<file path="config.mk">
export PLATFORM = sky130hd
export DESIGN_NAME = inst_fetch_flat
export DESIGN_NICKNAME = d
export VERILOG_FILES = /design/src/rtl/inst_fetch_if.sv /design/src/rtl/inst_fetch.sv /design/src/flat_wrapper.sv
export SDC_FILE = /design/constraint.sdc
export NUM_CORES = 1
export LEC_CHECK = 0
export ABC_CLOCK_PERIOD_IN_PS = 2600
export BUFFER_PORTS_ARGS = -buffer_cell sky130_fd_sc_hd__buf_2
export CORE_MARGIN = 10
export CORE_UTILIZATION = 45
export CTS_CLUSTER_DIAMETER = 80
export DETAILED_ROUTE_END_ITERATION = 7
export PLACE_DENSITY = 0.74
export SETUP_SLACK_MARGIN = 0.4
export SYNTH_ARGS = -nofsm -noshare
export SYNTH_HDL_FRONTEND = slang
export SYNTH_SLANG_ARGS = --single-unit
</file>
<file path="constraint.sdc">
create_clock -name CLK -period 2.6 [get_ports CLK]
set_input_delay 0.26 -clock CLK [delete_from_list [all_inputs] [get_ports CLK]]
set_output_delay 0.26 -clock CLK [all_outputs]
set_load 0.05 [all_outputs]
</file>
<file path="src/rtl/inst_fetch_if.sv">
// Instruction ROM bus between the fetch unit (master) and a synchronous ROM (slave).
//   rom_en   : read enable, driven by the fetch unit
//   rom_addr : 12-bit instruction index, driven by the fetch unit
//   rom_data : 9-bit read data, valid the cycle after rom_en
interface inst_fetch_if;
  logic       rom_en;
  logic [11:0] rom_addr;
  logic [8:0]  rom_data;

  modport master (output rom_en, output rom_addr, input rom_data);
  modport slave  (input rom_en, input rom_addr, output rom_data);
endinterface

</file>
<file path="src/rtl/inst_fetch.sv">
// Two-phase instruction fetch/sequencer.
// Ports:
//   CLK, Reset           : clock, synchronous active-high reset
//   start, start_addr    : begin a program at start_addr (from IDLE or DONE)
//   stall                : hold the current instruction in its execute phase
//   branch_en/rel/val    : branch at the end of execute (absolute or signed offset)
//   halt_req             : stop after the current instruction
//   rom                  : instruction ROM bus (master side)
//   PC                   : {index, phase}, phase 0 = fetch, 1 = execute
//   inst_out, inst_valid : current instruction and its validity
//   running, done        : state is RUN / DONE
//   instr_count          : saturating retired-instruction counter
module inst_fetch (
  input  logic                CLK,
  input  logic                Reset,
  input  logic                start,
  input  logic [11:0]         start_addr,
  input  logic                stall,
  input  logic                branch_en,
  input  logic                branch_rel,
  input  logic [11:0]         branch_val,
  input  logic                halt_req,
  inst_fetch_if.master        rom,
  output logic [12:0]         PC,
  output logic [8:0]          inst_out,
  output logic                inst_valid,
  output logic                running,
  output logic                done,
  output logic [15:0]         instr_count
);

  localparam int unsigned IDX_W  = 12;
  localparam int unsigned PC_W   = 13;
  localparam int unsigned INST_W = 9;
  localparam int unsigned CNT_W  = 16;

  typedef enum logic [1:0] {S_IDLE, S_RUN, S_DONE} state_e;

  state_e              state_q, state_d;
  logic [PC_W-1:0]     pc_q, pc_d;
  logic [INST_W-1:0]   hold_q, hold_d;
  logic [CNT_W-1:0]    cnt_q, cnt_d;

  logic [IDX_W-1:0]    idx;
  logic                exec_ph;
  logic [IDX_W-1:0]    next_idx;

  assign idx     = pc_q[PC_W-1:1];
  assign exec_ph = pc_q[0];

  // Target index on a non-halting retire; 12-bit adds wrap mod 4096.
  always_comb begin
    next_idx = idx + IDX_W'(1);
    if (branch_en) begin
      next_idx = branch_rel ? (idx + branch_val) : branch_val;
    end
  end

  // State register.
  always_ff @(posedge CLK) begin
    if (Reset) begin
      state_q <= S_IDLE;
      pc_q    <= '0;
      hold_q  <= '0;
      cnt_q   <= '0;
    end else begin
      state_q <= state_d;
      pc_q    <= pc_d;
      hold_q  <= hold_d;
      cnt_q   <= cnt_d;
    end
  end

  // Next-state and ROM request logic.
  always_comb begin
    state_d      = state_q;
    pc_d         = pc_q;
    hold_d       = hold_q;
    cnt_d        = cnt_q;
    rom.rom_en   = 1'b0;
    rom.rom_addr = '0;
    unique case (state_q)
      S_RUN: begin
        if (!exec_ph) begin
          hold_d = rom.rom_data;
          pc_d   = pc_q + PC_W'(1);
        end else if (!stall) begin
          if (cnt_q != '1) cnt_d = cnt_q + CNT_W'(1);
          if (halt_req) begin
            state_d = S_DONE;
            pc_d    = {idx, 1'b0};
          end else begin
            rom.rom_en   = 1'b1;
            rom.rom_addr = next_idx;
            pc_d         = {next_idx, 1'b0};
          end
        end
      end
      default: begin
        // IDLE and DONE accept start identically.
        if (start) begin
          rom.rom_en   = 1'b1;
          rom.rom_addr = start_addr;
          pc_d         = {start_addr, 1'b0};
          cnt_d        = '0;
          state_d      = S_RUN;
        end
      end
    endcase
  end

  // Fetch phase forwards ROM data directly; otherwise show the held instruction.
  assign inst_out    = (state_q == S_RUN && !exec_ph) ? rom.rom_data : hold_q;
  assign PC          = pc_q;
  assign inst_valid  = (state_q == S_RUN);
  assign running     = (state_q == S_RUN);
  assign done        = (state_q == S_DONE);
  assign instr_count = cnt_q;

endmodule
</file>
<file path="src/flat_wrapper.sv">
// flat-port wrapper written by rule: the top's interface ports become plain ports
module inst_fetch_flat 
  (CLK, Reset, start, start_addr, stall, branch_en, branch_rel, branch_val, halt_req, PC, inst_out, inst_valid, running, done, instr_count, rom_rom_en, rom_rom_addr, rom_rom_data);
  inst_fetch_if rom_i ();
  input  logic CLK;
  input  logic Reset;
  input  logic start;
  input  logic [11:0] start_addr;
  input  logic stall;
  input  logic branch_en;
  input  logic branch_rel;
  input  logic [11:0] branch_val;
  input  logic halt_req;
  output logic [12:0] PC;
  output logic [8:0] inst_out;
  output logic inst_valid;
  output logic running;
  output logic done;
  output logic [15:0] instr_count;
  output wire logic [$bits(rom_i.rom_en)-1:0] rom_rom_en;
  output wire logic [$bits(rom_i.rom_addr)-1:0] rom_rom_addr;
  input wire logic [$bits(rom_i.rom_data)-1:0] rom_rom_data;
  assign rom_rom_en = rom_i.rom_en;
  assign rom_rom_addr = rom_i.rom_addr;
  assign rom_i.rom_data = rom_rom_data;
  inst_fetch u_core (.CLK(CLK), .Reset(Reset), .start(start), .start_addr(start_addr), .stall(stall), .branch_en(branch_en), .branch_rel(branch_rel), .branch_val(branch_val), .halt_req(halt_req), .rom(rom_i), .PC(PC), .inst_out(inst_out), .inst_valid(inst_valid), .running(running), .done(done), .instr_count(instr_count));
endmodule
</file>
==> run_results.csv, run 1 <==
group,metric,value,unit
logic_synthesis,synth_flop_cell,"dfxtp_1",
pwr,pwr-share-comb,40.5,%
pwr,power_density,464,nW/um^2
logic_synthesis,synth_area_per_cell,7.93,um^2
cts,cts_root_buf,"clkbuf_8",
sta,slew_violations,0,
pwr,power_frac_seq,34.4,%
pwr,clockPowerShare,25.1,%
logic_synthesis,synth_cell_types,56,
logic_synthesis,synth-edff-count,0,
floorplanning,dieArea,10100,um^2
logic_synthesis,synthesis.nets,422,
place,hpwlAfterDp,7.06,mm
worst_setup_path,arrival,2.47,ns
cells_and_area,multiInputGateArea,2370,um^2
cells_and_area,n_fill_cell,495,
floorplanning,rows,29,
logic_synthesis,netlist_area,2920,um^2
outcome,violations,"setup timing",
route,first_iter_violations,253,
cts,clkTransAtPathRegs,0.08,ns
cts,clock_latency,0.29,ns
pwr,ir_drop,388,uV
pwr,p_sw,0.745,mW
place,gp_congestion,0.904,
logic_synthesis,muxShareOfSynthArea,5.27,%
route,drt-pass1-iter-count,5,
cells_and_area,diodes,0,
hold_path,worstHoldStart,"start_addr[3]",
floorplanning,ios,94,
cells_and_area,fin_util,67.4,%
hold_path,min_to,"u_core.PC[4]",
hold_path,whs_path_depth,3,
sta,rsz0062_at_grt,"yes",
logic_synthesis,ys_seq_area_share,27.4,%
worst_setup_path,rr_worst_depth,9,
floorplanning,dieWidth,101,um
run,cap_violations,0,
route,vias,3246,
floorplanning,die_h,101,um
pwr,switching_share,37.7,%
worst_setup_path,r2r_end,"u_core.PC[11]",
pwr,internal_power,1.23,mW
cts,cts.htree.levels,2,
route,drc,0,
sta,worst_slack,-0.127,ns
sta,finalCritPeriodShare,105,%
worst_setup_path,cp-start-kind,"flop",
route,via_per_inst,5.83,
cts,cts_sinks,40,
cells_and_area,seqCellArea,845,um^2
cells_and_area,syn_to_final_growth,45.9,%
route,wl_per_cell,17.9,um
global_routing,grt_overflow,0,
cts,cts_tree,"done",
logic_synthesis,synth_compound_area_share,23.7,%
outcome,status,"finished with violations",
logic_synthesis,synth_area_leader_cell,"dfxtp_1",
global_routing,antenna_found_initial,0,
logic_synthesis,synthCells,368,
logic_synthesis,async_reset_ff_share,0,%
worst_setup_path,end_kind,"primary output",
sta,slew_headroom,64.3,%
route,finalWirelength,9.99,mm
global_routing,grt_start_max_net_pins,28,
cells_and_area,fin_nets,533,
hold_path,hp-class,"primary input to flop",
sta,fin_skew,0.00608,ns
worst_setup_path,r2r_setup_slack,0.29,ns
cells_and_area,drive_above_1_share,44.8,%
sta,finalSetupTns,-0.414,ns
worst_setup_path,crit_fanout,3,
global_routing,grt_pass1_wl,15.6,mm
worst_setup_path,worstPathRequired,2.34,ns
cts,numCtsBuffers,5,
logic_synthesis,synth-seq-cells,40,
logic_synthesis,synth_top_family_by_area,"simple AND/OR/NAND/NOR gates",
cts,cts_hold_buf,0,
place,io_buffers,93,
logic_synthesis,synth-adder-area-share,6.26,%
logic_synthesis,synth_simple_gate_area_share,24.6,%
route,drt.antenna.violating_nets,0,
sta,period_needed,2.73,ns
global_routing,grt_util_all_layers,18.3,%
pwr,p_leak,1.81,nW
logic_synthesis,synth_top_area_share,27.4,%
floorplanning,core,6310,um^2
logic_synthesis,yosys-top-cells-area,"dfxtp_1 27%, ha_1 5.6%, nor2_1 5.1%, xnor2_1 5.1%, o21ai_0 4.5%",
global_routing,grt_pass1_vias,3136,
sta,setup_viol,5,
sta,finalHoldViolCount,0,
place,pre_cts_ws,-0.0265,ns
logic_synthesis,yosysWarnings,0,
sta,worst_pin_slew,0.536,ns
sta,hold_ws,0.272,ns
floorplanning,initial_core_util,46.2,%
sta,fmax,0.367,GHz
logic_synthesis,synth_xor_area_share,8.70,%
cts,cts_buffer_depth,2,
worst_setup_path,path_class,"flop to primary output",
[worst max-delay path by stage]
| stage | start | to | slack (ns) | depth (start not counted) |
|---|---|---|---|---|
| 3_5_place_dp | branch_val[0] | rom_rom_addr[10] | -0.03 | 10 |
| 6_report | flop | rom_rom_addr[10] | -0.13 | 9 |
| 3_3_place_gp | branch_val[0] | rom_rom_addr[10] | 0.008 | 10 |
| 4_1_cts | flop | rom_rom_addr[10] | -0.11 | 9 |
| 5_1_grt | flop | rom_rom_addr[10] | -0.24 | 9 |
| 2_1_floorplan | flop | rom_rom_addr[10] | 0.19 | 8 |
[power groups by stage]
stage	clock network (mW)	logic [mW]	registers [mW]
after global routing	0.541	0.852	0.682
after global placement	0	0.632	0.690
after floorplan	0	0.417	0.743
after CTS	0.513	0.724	0.677
after detailed placement	0	0.641	0.691
final	0.496	0.801	0.680
[kinds of logic (layout without fill, tap and decap cells)]
kind of cell    after synthesis  count (layout)
flops                        40              40
fa+ha+maj                    14              14
simple gates                137             137
xor+xnor                     29              29
compound gates              104             104
buf+inv                      30             142
mux                          14              14
[routing by layer]
metal  up-vias  GRT usage (%)  share of wire (%)
li1       1571              -                  -
met3        12           4.94                8.3
met4         0           4.13                1.3
met5         -              0                  0
met1      1522           23.3                 43
met2       141           30.0                 48
[Yosys cell counts (12+ instances only)]
library cell,number
nand2_1,25
o21ai_0,26
nor2_1,40
ha_1,13
nand3_1,12
a21oi_1,19
dfxtp_1,40
inv_1,13
xnor2_1,17
xor2_1,12
nor2b_1,14
clkbuf_1,14
[layout by cell type, fill, tap and decap left out, drive strengths merged, types with 3 or more instances in the layout]
cell type | synthesis | final
o31ai | 3 | 3
nand3 | 12 | 12
nor2 | 41 | 41
o311ai | 3 | 3
xor2 | 12 | 12
a21oi | 20 | 20
a31oi | 6 | 6
or3 | 3 | 3
a22oi | 3 | 3
o211ai | 5 | 5
nand4 | 7 | 7
xnor2 | 17 | 17
o21a | 4 | 4
dfxtp | 40 | 40
o21ai | 26 | 26
and2 | 4 | 4
buf | 3 | 120
nor2b | 14 | 14
nor3 | 10 | 10
a21o | 9 | 9
clkbuf | 14 | 8
nand2b | 7 | 7
ha | 13 | 13
inv | 13 | 13
mux2i | 3 | 3
mux2 | 11 | 11
a211oi | 7 | 7
nand2 | 25 | 25
a311oi | 5 | 5
[cell type report]
type	count	share of cell area, %
flip-flops and latches	40	19.8
multi-input cells	298	55.6
repair buffers	121	18.3
clock buffers	7	2.53
inverters	13	1.21
clock inverters	1	0.206
well taps	77	2.26
[worst max-delay path, cell delays in order, from the launching register on]
cell	delay [ns]
dfxtp_4	0.36
ha_4	0.15
fa_2	0.35
a211oi_2	0.21
o21ai_2	0.10
o2111ai_2	0.24
mux2i_2	0.32
o21ai_2	0.11
o21ai_4	0.15
buf_6	0.17
[repair_timing]
action / in CTS / in global routing
endpoints found under the setup margin: 24 / 18
gates resized for setup: 56 / 20
pin swaps: 19 / 19
setup buffers: 9 / 9
[registers in the layout, summed over array words and instances, names as in the netlist, named ones only]
name and flops:
u_core.instr_count 16, u_core.PC 12, u_core.hold_q 9, u_core.state_q 2
[metrics by stage]
stage / area [um^2] / power, mW / cells
after global routing: 4260 / 2.08 / 557
after floorplan: 3080 / 1.16 / 368
after CTS: 4080 / 1.91 / 548
final: 4260 / 1.98 / 557
after global placement: 3640 / 1.32 / 531
after detailed placement: 3640 / 1.33 / 531
Power figures use the tool's default switching activity.
==> run 2, diff against run 1 <==
- ABC_AREA: unset -> 1
- PLACE_DENSITY: 0.74 -> 0.72
==> run 2 against run 1 <==
The flow now finishes without violations. Die area is 12% higher. Fmax is 13% higher. Worst hold slack worse by 0.059 ns. Routed wire length is 13% higher. Clock power is 6.7% higher. Count of clock-buffer cells in the layout is 1 lower. Critical path type unchanged. Critical endpoint is now rom_rom_addr[2]. Largest cell class unchanged.
==> run_results.csv, run 2 <==
group,metric,value,unit
outcome,status,"completed",
pwr,p_leak,2.13,nW
cells_and_area,diodes,0,
cells_and_area,layout.cells.most_common_list,"115 x nand2_1, 81 x buf_2, 76 x inv_1",
route,first_iter_violations,244,
route,drc,0,
worst_setup_path,path_class,"flop to primary output",
sta,fmax,0.416,GHz
route,via_per_inst,5.36,
sta,finalSetupTns,0,ns
logic_synthesis,netlist_area,3340,um^2
pwr,power_density,486,nW/um^2
place,hpwlAfterDp,8.44,mm
global_routing,grt_pass1_vias,3758,
sta,worst_pin_slew,0.546,ns
logic_synthesis,synth-edff-count,0,
worst_setup_path,worstPathRequired,2.34,ns
global_routing,antenna_found_initial,0,
floorplanning,core,7250,um^2
route,drt.antenna.violating_nets,0,
worst_setup_path,critPathTopFamily,"adder cells",
worst_setup_path,path_cells,"ha_4, fa_2, buf_4, or2_2, nand3_1, nand2_1, a32o_2, buf_6",
cells_and_area,fin_nets,702,
worst_setup_path,end_kind,"primary output",
route,drt-pass1-iter-count,5,
global_routing,grt_overflow,0,
cts,cts_buffer_depth,2,
cts,clkTransAtPathRegs,0.10,ns
sta,finalCritPeriodShare,92.5,%
logic_synthesis,synthesis.nets,594,
global_routing,grt_pass1_wl,17.9,mm
logic_synthesis,async_reset_ff_share,0,%
route,wl_per_cell,15.1,um
cts,cts_tree,"done",
sta,period_needed,2.40,ns
cells_and_area,multiInputGateArea,2340,um^2
logic_synthesis,yosysMostFrequentCell,"nand2_1",
sta,setup_viol,0,
logic_synthesis,yosysWarnings,0,
logic_synthesis,synth_flop_cell,"dfxtp_1",
place,gp_congestion,0.911,
sta,finalHoldViolCount,0,
sta,slew_headroom,63.6,%
cts,cts.htree.levels,2,
run,cap_violations,0,
cells_and_area,drive_above_1_share,30.8,%
cells_and_area,mostFrequentLayoutCell,"nand2_1",
sta,slew_violations,0,
floorplanning,dieArea,11300,um^2
global_routing,grt_util_all_layers,18.8,%
logic_synthesis,yosys-top-cells-area,"dfxtp_1 24%, nand2_1 13%, inv_1 8.8%, nand3_1 7.9%, a21oi_1 7.6%",
worst_setup_path,cp-start-kind,"flop",
cells_and_area,seqCellArea,832,um^2
logic_synthesis,synthCells,540,
route,vias,4008,
floorplanning,die_h,106,um
route,finalWirelength,11.3,mm
floorplanning,initial_core_util,46.1,%
worst_setup_path,cp_slowest_stage_delay,0.37,ns
cells_and_area,largest_reg_flops,16,
floorplanning,rows,31,
cts,clock_latency,0.30,ns
logic_synthesis,synth_top_area_share,24.0,%
cells_and_area,n_fill_cell,704,
floorplanning,dieWidth,106,um
logic_synthesis,synth_area_leader_cell,"dfxtp_1",
cts,numCtsBuffers,5,
logic_synthesis,synth_area_per_cell,6.19,um^2
sta,worst_slack,0.196,ns
worst_setup_path,r2r_setup_slack,0.62,ns
cts,cts_hold_buf,0,
hold_path,hp-class,"primary input to flop",
pwr,ir_drop,331,uV
worst_setup_path,crit_buf_inv,2,
place,pre_cts_ws,0.0612,ns
global_routing,grt_start_max_net_pins,29,
cts,cts_root_buf,"clkbuf_8",
logic_synthesis,ys_seq_area_share,24.0,%
logic_synthesis,synth_top_cells_by_count,"120 x nand2_1, 78 x inv_1, 53 x nand3_1, 51 x a21oi_1, 41 x nor2_1",
worst_setup_path,critPathSlowestCell,"dfxtp_4",
sta,fin_skew,0.0145,ns
place,io_buffers,93,
floorplanning,ios,94,
worst_setup_path,arrival,2.14,ns
cells_and_area,fin_util,61.0,%
cts,cts_sinks,40,
logic_synthesis,synth_cell_types,43,
logic_synthesis,synth-seq-cells,40,
worst_setup_path,crit_fanout,3,
cells_and_area,syn_to_final_growth,32.4,%
sta,rsz0062_at_grt,"yes",
==> run 2: cell count changes in the layout (fill, tap and decap cells not counted), moves of 11 or more <==
cell,previous run,this run
a21oi_1,16,50
inv_1,12,76
nand2_1,23,115
nand4_1,6,17
nand3_1,11,45
mux2_2,11,0
nor2b_1,13,0
==> run 2: final cells by class <==
cell class              instances  share of cell area (%)
repair buffers                116                    15.9
clock buffers                   6                    1.64
multi-input cells             400                    52.8
flip-flops and latches         40                    18.8
well taps                      99                    2.80
clock inverters                 2                   0.792
inverters                      85                    7.29
==> run 2: routing by layer <==
layer / routed length (um) / GRT usage (%) / up-vias
li1: - / - / 2010
met1: 5050 / 23.5 / 1828
met2: 5230 / 30.8 / 153
met3: 819 / 5.68 / 17
met4: 169 / 4.84 / 0
met5: 0 / 0 / -
==> run 2: tightest hold or removal path: stages <==
cell and delay (ns):
buf_2 0.09, inv_1 0.06, a211oi_1 0.06
==> run 2: what timing repair did <==
item,in CTS,in global routing
pin swaps,10,11
setup buffers,6,7
gates resized for setup,56,6
endpoints found under the setup margin,15,22
==> run 2: kinds of logic after synthesis <==
family,share of synthesized area [%]
AO/OA/AOI/OAI,17.8
XOR/XNOR,2.36
adder cells (fa/ha/maj),5.46
buffers and inverters,12.0
flip-flops,24.0
AND/OR/NAND/NOR,38.4
==> run 2: final timing paths <==
path | from | to | cells past startpoint
setup / recovery | flop | rom_rom_addr[2] | 8
hold / removal | rom_rom_data[2] | u_core.hold_q[2] | 3
setup reg to reg | flop | u_core.PC[3] | 9
hold reg to reg | u_core.instr_count[14] | u_core.instr_count[14] | 2
==> run 2: through the flow <==
stage               total power, mW  area [um^2]  cells  hold slack [ns]
finish                         2.15         4430    748            0.213
global route                   2.26         4430    748            0.221
CTS                            2.12         4350    741            0.207
detailed placement             1.53         3970    727            0.495
global placement               1.52         3970    727            0.484
floorplan                      1.32         3380    540            0.412
==> run 2: where the power goes <==
group	switching [mW]	total [mW]	leakage (nW)	internal, mW
sequential	0.0395	0.693	0.333	0.653
combinational	0.621	0.928	1.74	0.307
clock	0.244	0.529	0.0552	0.286
total	0.905	2.15	2.13	1.25
==> run 3, diff against run 2 <==
- GPL_TIMING_DRIVEN: unset -> 0
==> run 3 against run 2 <==
Via count up 2.7%. Final cell count up 0.40%. Power up 1.0%. Non-clock buffer count up 3. Count of clock-buffer cells in the layout unchanged. Fmax up 0.15%. Combinational power up 3.6%. Worst setup slack better by 0.0036 ns. Worst hold slack about the same. Sequential power up 1%. Clock power down 4%. Critical path type unchanged. Critical endpoint unchanged. Highest routed layer unchanged.
==> run_results.csv, run 3 (synthesis results as in run 2) <==
group,metric,value,unit
hold_path,worstHoldStart,"rom_rom_data[0]",
floorplanning,dieArea,11300,um^2
hold_path,hp-class,"primary input to flop",
worst_setup_path,r2r_setup_slack,0.62,ns
route,via_per_inst,5.48,
pwr,switching_share,42.0,%
cts,cts_root_buf,"clkbuf_8",
sta,setup_viol,0,
pwr,internal_power,1.26,mW
worst_setup_path,path_cells,"ha_4, fa_2, buf_4, or2_2, nand3_1, nand2_1, a32o_1, buf_6",
global_routing,grt_util_all_layers,20.1,%
cts,clkTransAtPathRegs,0.08,ns
floorplanning,die_h,106,um
sta,worst_slack,0.199,ns
sta,fin_skew,0.00670,ns
pwr,clockPowerShare,23.5,%
worst_setup_path,cp_slowest_stage_delay,0.36,ns
cts,cts_hold_buf,0,
sta,finalSetupTns,0,ns
pwr,pwr-share-comb,44.2,%
worst_setup_path,critPathTopFamily,"adder cells",
floorplanning,core,7250,um^2
cts,clock_latency,0.30,ns
worst_setup_path,r2r_end,"u_core.PC[3]",
cells_and_area,final_design_area_no_fill,4550,um^2
cells_and_area,layout.cells.most_common_list,"103 x nand2_1, 80 x buf_2, 76 x inv_1",
route,drt-pass1-iter-count,6,
route,finalWirelength,11.8,mm
route,drt.antenna.violating_nets,0,
cells_and_area,mostFrequentLayoutCell,"nand2_1",
global_routing,gr-usage-met1,25.9,%
cts,cts_buffer_depth,2,
sta,period_needed,2.40,ns
pwr,ir_drop,230,uV
global_routing,grt_util_met2,32.3,%
route,vias,4117,
global_routing,grt_overflow,0,
place,place_area,3960,um^2
sta,worst_pin_slew,0.573,ns
route,wl_per_cell,15.8,um
pwr,power_frac_seq,32.3,%
place,io_buffers,91,
worst_setup_path,arrival,2.14,ns
worst_setup_path,critPathSlowestCell,"dfxtp_4",
global_routing,grt-busiest-layer,"met2",
global_routing,grt_start_max_net_pins,13,
floorplanning,rows,31,
cells_and_area,syn_to_final_growth,36.0,%
route,first_iter_violations,282,
cts,numCtsBuffers,5,
cells_and_area,fin_nets,705,
worst_setup_path,rr_worst_depth,9,
hold_path,min_to,"u_core.hold_q[0]",
sta,fmax,0.417,GHz
pwr,p_leak,2.12,nW
floorplanning,dieWidth,106,um
cells_and_area,largest_reg_flops,16,
sta,slew_violations,0,
global_routing,antenna_found_initial,0,
global_routing,use_met3,5.13,%
pwr,p_sw,0.913,mW
place,hpwlAfterDp,8.84,mm
worst_setup_path,path_class,"flop to primary output",
route,drc,0,
worst_setup_path,cp-start-kind,"flop",
sta,slew_headroom,61.8,%
sta,finalHoldViolCount,0,
worst_setup_path,crit_buf_inv,2,
cts,cts_sinks,40,
worst_setup_path,crit_fanout,3,
worst_setup_path,worstPathRequired,2.34,ns
pwr,power_density,478,nW/um^2
place,pre_cts_ws,0.0418,ns
outcome,status,"completed",
hold_path,whs_path_depth,3,
cells_and_area,drive_above_1_share,32.8,%
cts,cts_tree,"done",
cells_and_area,n_fill_cell,690,
cells_and_area,diodes,0,
floorplanning,ios,94,
place,gp_congestion,0.886,
global_routing,grt_pass1_vias,3866,
worst_setup_path,end_kind,"primary output",
run,cap_violations,0,
sta,rsz0062_at_grt,"yes",
floorplanning,initial_core_util,46.1,%
global_routing,grt_pass1_wl,19.1,mm
sta,finalCritPeriodShare,92.3,%
cts,cts.htree.levels,2,
==> run 3: cell count changes in the layout (fill, tap and decap cells not counted), moves of 3 or more <==
cell      delta
buf_4       -13
buf_6        +5
clkbuf_1     +7
clkbuf_4     +3
dfxtp_2      -3
dfxtp_4      +3
ha_1         -4
ha_4         +3
nand2_1     -12
nand2_2     +11
nor2_4       +3
==> run 3: worst max path at each step <==
stage                       end  depth (start not counted)
6_report        rom_rom_addr[2]                          8
5_1_grt        rom_rom_addr[10]                         13
4_1_cts         rom_rom_addr[6]                         10
3_5_place_dp    rom_rom_addr[8]                         13
3_3_place_gp    rom_rom_addr[8]                         13
2_1_floorplan       inst_out[0]                          4
==> run 3: power groups by stage <==
| stage | Sequential (mW) | Clock, mW | Combinational (mW) |
|---|---|---|---|
| after global routing | 0.707 | 0.543 | 1.04 |
| after global placement | 0.715 | 0 | 0.811 |
| after detailed placement | 0.717 | 0 | 0.820 |
| after CTS | 0.700 | 0.521 | 0.924 |
| after floorplan | 0.778 | 0 | 0.545 |
| final | 0.701 | 0.510 | 0.961 |
==> run 3: metal layers <==
layer | routed length, um | vias up
met5 | 0 | -
met4 | 170 | 0
met3 | 1010 | 22
met2 | 5490 | 199
met1 | 5170 | 1872
li1 | - | 2024
==> run 3: worst reg2reg max path, delay by kind of cell, from the launching register on <==
kind	cells	cell delay, ns
fa+ha+maj	2	0.51
simple gates	4	0.45
compound gates	2	0.37
flops	1	0.36
buf+inv	1	0.16
==> run 3: cell type report <==
class	instances	area (um^2)	area share [%]
Buffer	15	82.6	1.82
Clock buffer	6	72.6	1.60
Clock inverter	2	35.0	0.771
Inverter	85	323	7.10
Multi-Input combinational cell	400	2440	53.6
Sequential cell	40	840	18.5
Tap cell	99	124	2.73
Timing Repair Buffer	104	631	13.9
==> run 3: what timing repair did <==
| item | in CTS | in global routing |
|---|---|---|
| resized for setup | 69 | 28 |
| endpoints found under the setup margin | 11 | 17 |
| pin swaps | 15 | 12 |
| setup buffers | 11 | 2 |
==> run 3: per-stage QoR <==
stage / std cells / total power, mW / utilization [%] / hold slack [ns]
global route: 751 / 2.29 / 62.7 / 0.224
global placement: 730 / 1.53 / 54.6 / 0.481
floorplan: 540 / 1.32 / - / 0.412
CTS: 749 / 2.14 / 61.3 / 0.206
finish: 751 / 2.17 / 62.7 / 0.213
detailed placement: 730 / 1.54 / 54.6 / 0.487
